==> config.mk <==
export PLATFORM = sky130hd
export DESIGN_NAME = fifo_ctrl
export DESIGN_NICKNAME = d
export VERILOG_FILES = /design/src/rtl/fifo_pkg.sv /design/src/rtl/fifo_ns.sv /design/src/rtl/fifo_ctrl.sv
export SDC_FILE = /design/constraint.sdc
export NUM_CORES = 1
export LEC_CHECK = 0
export CORE_MARGIN = 8
export CORE_UTILIZATION = 51
export CTS_BUF_LIST = sky130_fd_sc_hd__clkbuf_4 sky130_fd_sc_hd__clkbuf_8
export DETAILED_ROUTE_END_ITERATION = 16
export GPL_ROUTABILITY_DRIVEN = 0
export PLACE_DENSITY = 0.84
export SLEW_MARGIN = 25
export SYNTH_ARGS = -nofsm -noshare
export SYNTH_HDL_FRONTEND = slang
export SYNTH_SLANG_ARGS = --single-unit
==> constraint.sdc <==
create_clock -name clk -period 6.4 [get_ports clk]
set_clock_uncertainty 0.15 [all_clocks]
set_input_delay 0.64 -clock clk [delete_from_list [all_inputs] [get_ports clk]]
set_output_delay 0.64 -clock clk [all_outputs]
set_load 0.02 [all_outputs]
==> src/rtl/fifo_pkg.sv <==
// Shared FIFO definitions: depth, pointer/count widths and the operation-state encoding.
// Used by the FIFO controller and by the output-flag logic.
package fifo_pkg;

  localparam int unsigned FifoDepth = 8;
  localparam int unsigned PtrW      = 3;
  localparam int unsigned CntW      = 4;

  typedef enum logic [2:0] {
    StInit    = 3'b000,
    StNoOp    = 3'b001,
    StWrite   = 3'b010,
    StRead    = 3'b011,
    StWrError = 3'b100,
    StRdError = 3'b101
  } state_e;

endpackage

==> src/rtl/fifo_ns.sv <==
// Combinational next-state decode for the FIFO controller.
// The decision depends only on the request pair and the current occupancy.
module fifo_ns
  import fifo_pkg::*;
#(
  parameter int unsigned Depth = FifoDepth
) (
  input  logic            wr_en,
  input  logic            rd_en,
  input  logic [CntW-1:0] data_count,
  output logic [2:0]      next_state
);

  logic full;
  logic empty;

  assign full  = (data_count == CntW'(Depth));
  assign empty = (data_count == '0);

  always_comb begin
    next_state = StNoOp;
    unique case ({wr_en, rd_en})
      2'b10:   next_state = full  ? StWrError : StWrite;
      2'b01:   next_state = empty ? StRdError : StRead;
      // Simultaneous requests are ignored.
      2'b00,
      2'b11:   next_state = StNoOp;
      default: next_state = 'x;
    endcase
  end

endmodule

==> src/rtl/fifo_ctrl.sv <==
// FIFO controller: state register, occupancy counter and read/write pointers
// for an 8-entry register file, with zero-latency write/read strobes.
module fifo_ctrl
  import fifo_pkg::*;
#(
  parameter int unsigned DEPTH = FifoDepth
) (
  input  logic       clk,
  input  logic       reset,
  input  logic       wr_en,
  input  logic       rd_en,
  output logic [2:0] state,
  output logic [3:0] data_count,
  output logic [2:0] head,
  output logic [2:0] tail,
  output logic       we,
  output logic       re
);

  state_e            state_q, state_d;
  logic [2:0]        ns_raw;
  logic [CntW-1:0]   count_q, count_d;
  logic [PtrW-1:0]   head_q, head_d;
  logic [PtrW-1:0]   tail_q, tail_d;

  fifo_ns #(
    .Depth(DEPTH)
  ) u_ns (
    .wr_en     (wr_en),
    .rd_en     (rd_en),
    .data_count(count_q),
    .next_state(ns_raw)
  );

  assign state_d = state_e'(ns_raw);

  always_comb begin
    head_d  = head_q;
    tail_d  = tail_q;
    count_d = count_q;
    unique case (state_d)
      // Pointers wrap naturally at the 3-bit width.
      StWrite: begin
        tail_d  = tail_q + 3'd1;
        count_d = count_q + 4'd1;
      end
      StRead: begin
        head_d  = head_q + 3'd1;
        count_d = count_q - 4'd1;
      end
      StInit, StNoOp, StWrError, StRdError: ;
      default: begin
        head_d  = 'x;
        tail_d  = 'x;
        count_d = 'x;
      end
    endcase
  end

  // Strobes are gated by reset so the register file is never touched while resetting.
  assign we = (state_d == StWrite) && !reset;
  assign re = (state_d == StRead) && !reset;

  always_ff @(posedge clk or posedge reset) begin
    if (reset) begin
      state_q <= StInit;
      count_q <= '0;
      head_q  <= '0;
      tail_q  <= '0;
    end else begin
      state_q <= state_d;
      count_q <= count_d;
      head_q  <= head_d;
      tail_q  <= tail_d;
    end
  end

  assign state      = state_q;
  assign data_count = count_q;
  assign head       = head_q;
  assign tail       = tail_q;

endmodule

; ---- Yosys cells after proc, flatten, opt, wreduce, memory -nomap -nowiden
; Cells that the tools add are included.
[classes]
addsub = 4
eq_ne = 9
n_mux = 6
reduce_logical = 10
[op_table]
columns = op, count
row1 = 3-bit two-way mux, 4
row2 = 5-bit OR reduction, 2
row3 = 3-bit case mux with 3 select lines, 1
row4 = 4-bit case mux with 2 select lines, 1
row5 = 3-bit by 1-bit adder with 3-bit output (second input constant), 2
row6 = 3-bit by 2-bit == test with 1-bit output (second input constant), 2
row7 = 3-bit == test (second input constant), 2
row8 = 4-bit by 1-bit adder with 4-bit output (second input constant), 1
row9 = 2-bit == test (second input constant), 2
row10 = 4-bit == test (second input constant), 1
row11 = 4-bit logical NOT, 1
row12 = 4-bit OR reduction, 1
row13 = 4-bit by 1-bit subtractor with 4-bit output (second input constant), 1
row14 = 3-bit by 1-bit == test with 1-bit output (second input constant), 1
row15 = 3-bit logical NOT, 1
row16 = 2-bit by 1-bit == test with 1-bit output (second input constant), 1
row17 = 1-bit logical AND, 2
row18 = 2-bit logical NOT, 1
row19 = 2-bit OR reduction, 1
row20 = 1-bit logical NOT, 1
[totals]
register_bits = 13
output_inout_bits = 15
elab_cells = 33

; ---- Longest topological paths before layout
[depth]
depth_word = 5
ltp_mapped = 10
ltp_nobuf = 10

; ---- Hierarchy
; Synthesis repeated with hierarchy kept, for this count alone.
[unflattened]
hier_cells = 55
area_unflattened_um2 = 623.1
[by_module_without_submodules]
columns = module, instances, cells_per_inst, area_per_inst_um2, seq_area_each_um2
row1 = fifo_ctrl, 1, 47, 564.3, 325.3
row2 = fifo_ns, 1, 8, 58.8, 0.0

; ---- Worst setup path before layout
; OpenSTA, ideal clock, no wires.
[synth_path]
path_kind = reg-to-reg
start = reg count_q[0] (netlist: data_count[0])
end = reg count_q[3] (netlist: data_count[3])
arrival_time_ns = 2.252
required_ns = 6.116
setup_slack_ns = 3.864
path_stages_with_launch = 9
synth_period_minus_slack_ns = 2.536
path_cell_list = dfrtp_1 or4_4 nand2_1 inv_1 ha_1 and3_2 a211oi_1 nor4b_2 xor2_1
[synth_between]
elab_chain_cells = 5
[synth_lines]
columns = item, line_no
row1 = start: declaration, fifo_ctrl.sv:22  ; logic [CntW-1:0] count_q, count_d;
row2 = start signal: assignment, fifo_ctrl.sv:72  ; count_q <= count_d;
row3 = 4-bit == test / 4-bit logical NOT (equally long branches), "fifo_ns.sv:17, fifo_ns.sv:18"
row4 = 3-bit two-way mux (on tied branches), "fifo_ns.sv:23, fifo_ns.sv:24"
row5 = 3-bit case mux with 3 select lines, fifo_ns.sv:22  ; unique case ({wr_en, rd_en})
row6 = "3-bit by 2-bit == test with 1-bit output, or another cell as far along", fifo_ctrl.sv:41  ; unique case (state_d)
row7 = 4-bit case mux with 2 select lines / 4-bit OR reduction (equally long branches), --
; Parallel ways exist; a longest one is shown, timed or not.
; A chain may end at the register's enable or synchronous reset.

; ---- Worst setup path in the final report
[layout_path]
start = in rd_en
end = out re
[layout_between]
elab_chain_cells = 5
[layout_lines]
columns = item, line_no
row1 = start: declaration, fifo_ctrl.sv:11  ; input logic rd_en,
row2 = 2-bit == test / 2-bit logical NOT (equally long branches), fifo_ns.sv:22
row3 = 2-bit OR reduction, fifo_ns.sv:22
row4 = 3-bit case mux with 3 select lines (*), fifo_ns.sv:22
row5 = 3-bit by 2-bit == test with 1-bit output (*), fifo_ctrl.sv:62  ; assign re = (state_d == StRead) && !reset;
row6 = 1-bit logical AND (*), fifo_ctrl.sv:62
row7 = end: declaration, fifo_ctrl.sv:17  ; output logic re
; Mark *: on every way between the ends. The rest lies on a longest branch, timed or not.

==> reports/qor.txt <==
==================================================================================
Outcome                                                               finished clean
I/O pin total                                                                   19
Global-route track usage on met2                                             19.9%
Max Cap Violations                                                               0
Cell type with the largest total area after synthesis                      dfrtp_1
Required time at the endpoint of the critical path                         5.61 ns
Type of the most critical hold path                                        reg2reg
Synth Area in Adders                                                         13.7%
Post-CTS setup buffer count                                                      0
Kind of critical path                                                       in2out
CTS Root Buffer Type                                                      clkbuf_4
Antenna violations before repair                                                 0
Signed area change from the synthesized netlist to the final layout          33.0%
I/O Buffers                                                                     18
Sinks on the clock net                                                          13
Leading cell type by number of instances after synthesis                   dfrtp_1
Routed wire length                                                         1.42 mm
Number of instances in the synthesized netlist                                  62
Static leakage                                                            0.431 nW
Count of standard-cell rows                                                     13
Overall die height                                                         52.9 um
Power per standard cell area                                            474 mW/mm2
VDD IR max                                                              0.000275 V
Async set or reset register ratio after synthesis                             100%
Post-route ant nets                                                              0
Maximum clock frequency                                                  0.297 GHz
Highest net fanout along the worst path                                          7
Busiest metal layer after global routing                                      met2
Width of the die                                                           52.9 um
Number of nets produced by synthesis                                            73
Crit start category                                                      input pin
Depth of the most critical reg-to-reg path                                       8
Insertion delay to the later sink of the worst-skew pair                   0.28 ns
Setup crit end kind                                                     output pin
Wire length of the first global-routing pass                               2.45 mm
Portion of the post-synthesis area used by sequential elements               46.8%
Register bit total from synthesis                                               13
Die Area                                                               0.00280 mm2
Nets                                                                            96
YS warnings                                                                      0
Hold Worst Slack                                                          0.318 ns
Share of the clock period used by the worst path                             52.6%
RSZ-0062 raised after global routing                                         false
Summed instance area of the synthesized netlist                            694 um2
Startpoint of the worst setup timing path                                    rd_en
Met3 layer usage reported by global route                                    3.08%
Post-synthesis share of cell area spent on xor and xnor gates                8.83%
Distinct cell type count after synthesis                                        24
Clock-pin slew on the worst setup and hold paths                           0.07 ns
Antenna Cells                                                                    0
Via count of the first global-routing pass                                     573
Worst reg2reg endpoint                                                data_count[3]
Number of buffers between clock root and the deepest sink                        2
Reg2reg setup slack                                                        3.80 ns
Main flop type after synthesis                                             dfrtp_1
Tot GR Track Use                                                             11.8%
Count of TritonRoute iterations in the first routing pass                        4
Shortest period the worst path allows                                      3.37 ns
CTS hold repair buffers                                                          0
Final setup viols                                                                0
Area of placed instances                                                   893 um2
Post-synthesis compound-gate area fraction                                   8.29%
Fraction of final layout cells with drive strength greater than 1            14.3%
Top-area cell type share of the netlist area                                 46.8%
Worst Tran Pin Value                                                      0.483 ns
Count of instances resized after the clock tree is built                         0
WL per Instance                                                            14.3 um
Final routed DRC violation total                                                 0
Dominant combinational cell family by area after synthesis            simple AND/OR/NAND/NOR gates
Core region area                                                       0.00128 mm2
Multiplexer area fraction after synthesis                                    3.24%
Worst flop-to-flop path startpoint                                    data_count[0]
Capture point of the critical path                                              re
Overall via count from detail_route                                            509
Arrival time at the worst endpoint                                         2.58 ns
Starting DRC count in detailed routing                                           3
Top cells by instance count after synthesis                           dfrtp_1 (13), inv_1 (8), nand2_1 (7)
Clock tree from TritonCTS                                                    built
Post-synthesis area per instance                                          11.2 um2
Post-synthesis simple-gate area fraction                                     14.8%
Max-Slew Margin vs Limit                                                     67.8%
Setup total negative slack                                                    0 ns
Vias per std cell                                                             5.14
Pins Over Slew Limit                                                             0
Remaining global-route overflow                                                  0
Hold Violations, Final                                                           0
Number of synthesized flops with an enable pin                                   0
Largest cells by area after synthesis                                 dfrtp_1 (47%), ha_1 (11%), xnor2_1 (5.0%)
Deepest level of the CTS H-tree                                                  1
Num CTS Buffers                                                                  3
Half-perimeter wire length after placement                                 1.15 mm
Met1 track demand over resource in global routing                            12.6%
Post-route cell area                                                       923 um2
Effective utilization at floorplan                                           54.0%
Final-layout fill cell count                                                    90
Largest net degree at the start of global routing                               14
==================================================================================
==> how the worst min path moves through the flow <==
| stage | startpoint | slack, ns | depth (start not counted) | end |
|---|---|---|---|---|
| 2_1_floorplan | reset | 0.37 | 1 | data_count[0] |
| 3_3_place_gp | head[2] | 0.31 | 1 | head[2] |
| 5_1_grt | head[2] | 0.33 | 1 | head[2] |
| 3_5_place_dp | head[2] | 0.31 | 1 | head[2] |
| 6_report | head[2] | 0.32 | 1 | head[2] |
| 4_1_cts | head[2] | 0.32 | 1 | head[2] |
==> critical path, stage by stage <==
cell	delay [ns]
clkdlybuf4s50_1	0.49
inv_1	0.05
ha_1	0.25
nor2b_1	0.24
nand2_1	0.17
nor2_1	0.12
clkdlybuf4s50_1	0.61
==> state kept, by name, summed over array words and instances (netlist names) <==
name,count
head,3
data_count,4
tail,3
state,3
==> per-layer routing <==
layer / part of all wire [%] / vias to the layer above
met3: 7.3 / 5
met5: 0 / -
met1: 42 / 238
li1: - / 247
met2: 48 / 19
met4: 2.8 / 0
==> final cells by class <==
type                       instances  area (um2)  share of cell area (%)
timing repair buffer              18         180                    19.5
clock buffer                       4        30.0                    3.25
tap                               15        18.8                    2.03
sequential                        13         325                    35.2
inverter                           8        30.0                    3.25
multi-input combinational         41         339                    36.7
==> kinds of logic (layout without fill, tap and decap cells) <==
| kind of cell | after synthesis | in the layout |
|---|---|---|
| AO/OA/AOI/OAI | 7 | 7 |
| XOR/XNOR | 7 | 7 |
| adder cells (fa/ha/maj) | 7 | 7 |
| buffers and inverters | 8 | 30 |
| flip-flops | 13 | 13 |
| multiplexers | 2 | 2 |
| AND/OR/NAND/NOR | 18 | 18 |
==> placed cells by master, fill, tap and decap left out <==
cell	n
nand3_1	1
dfrtp_1	13
a21o_1	1
o211ai_2	1
o21ai_1	1
or3b_1	1
o21ai_2	1
nor4b_2	1
inv_1	8
nor2_1	3
xnor2_1	4
nor2b_1	1
mux2_2	2
or4_4	1
and3_2	1
nor3_1	1
or2_1	1
clkdlybuf4s50_1	18
a211oi_1	1
a21boi_2	1
clkbuf_4	4
ha_1	6
fa_1	1
o21ai_0	1
nand2_1	7
xor2_1	3
==> power by group <==
part	internal [mW]	switching, mW
Clock	0.0284	0.0260
Combinational	0.116	0.113
Sequential	0.118	0.0368
==> metrics by stage <==
step	instances	power, mW	utilization, %	worst slack (ns)
finish	99	0.437	71.9	3.03
detailed placement	95	0.388	69.5	3.03
floorplan	62	0.285	-	3.86
global route	99	0.471	71.9	2.87
global placement	95	0.378	69.5	3.10
CTS	99	0.443	71.9	3.02
(Power assumes the default switching activity.)
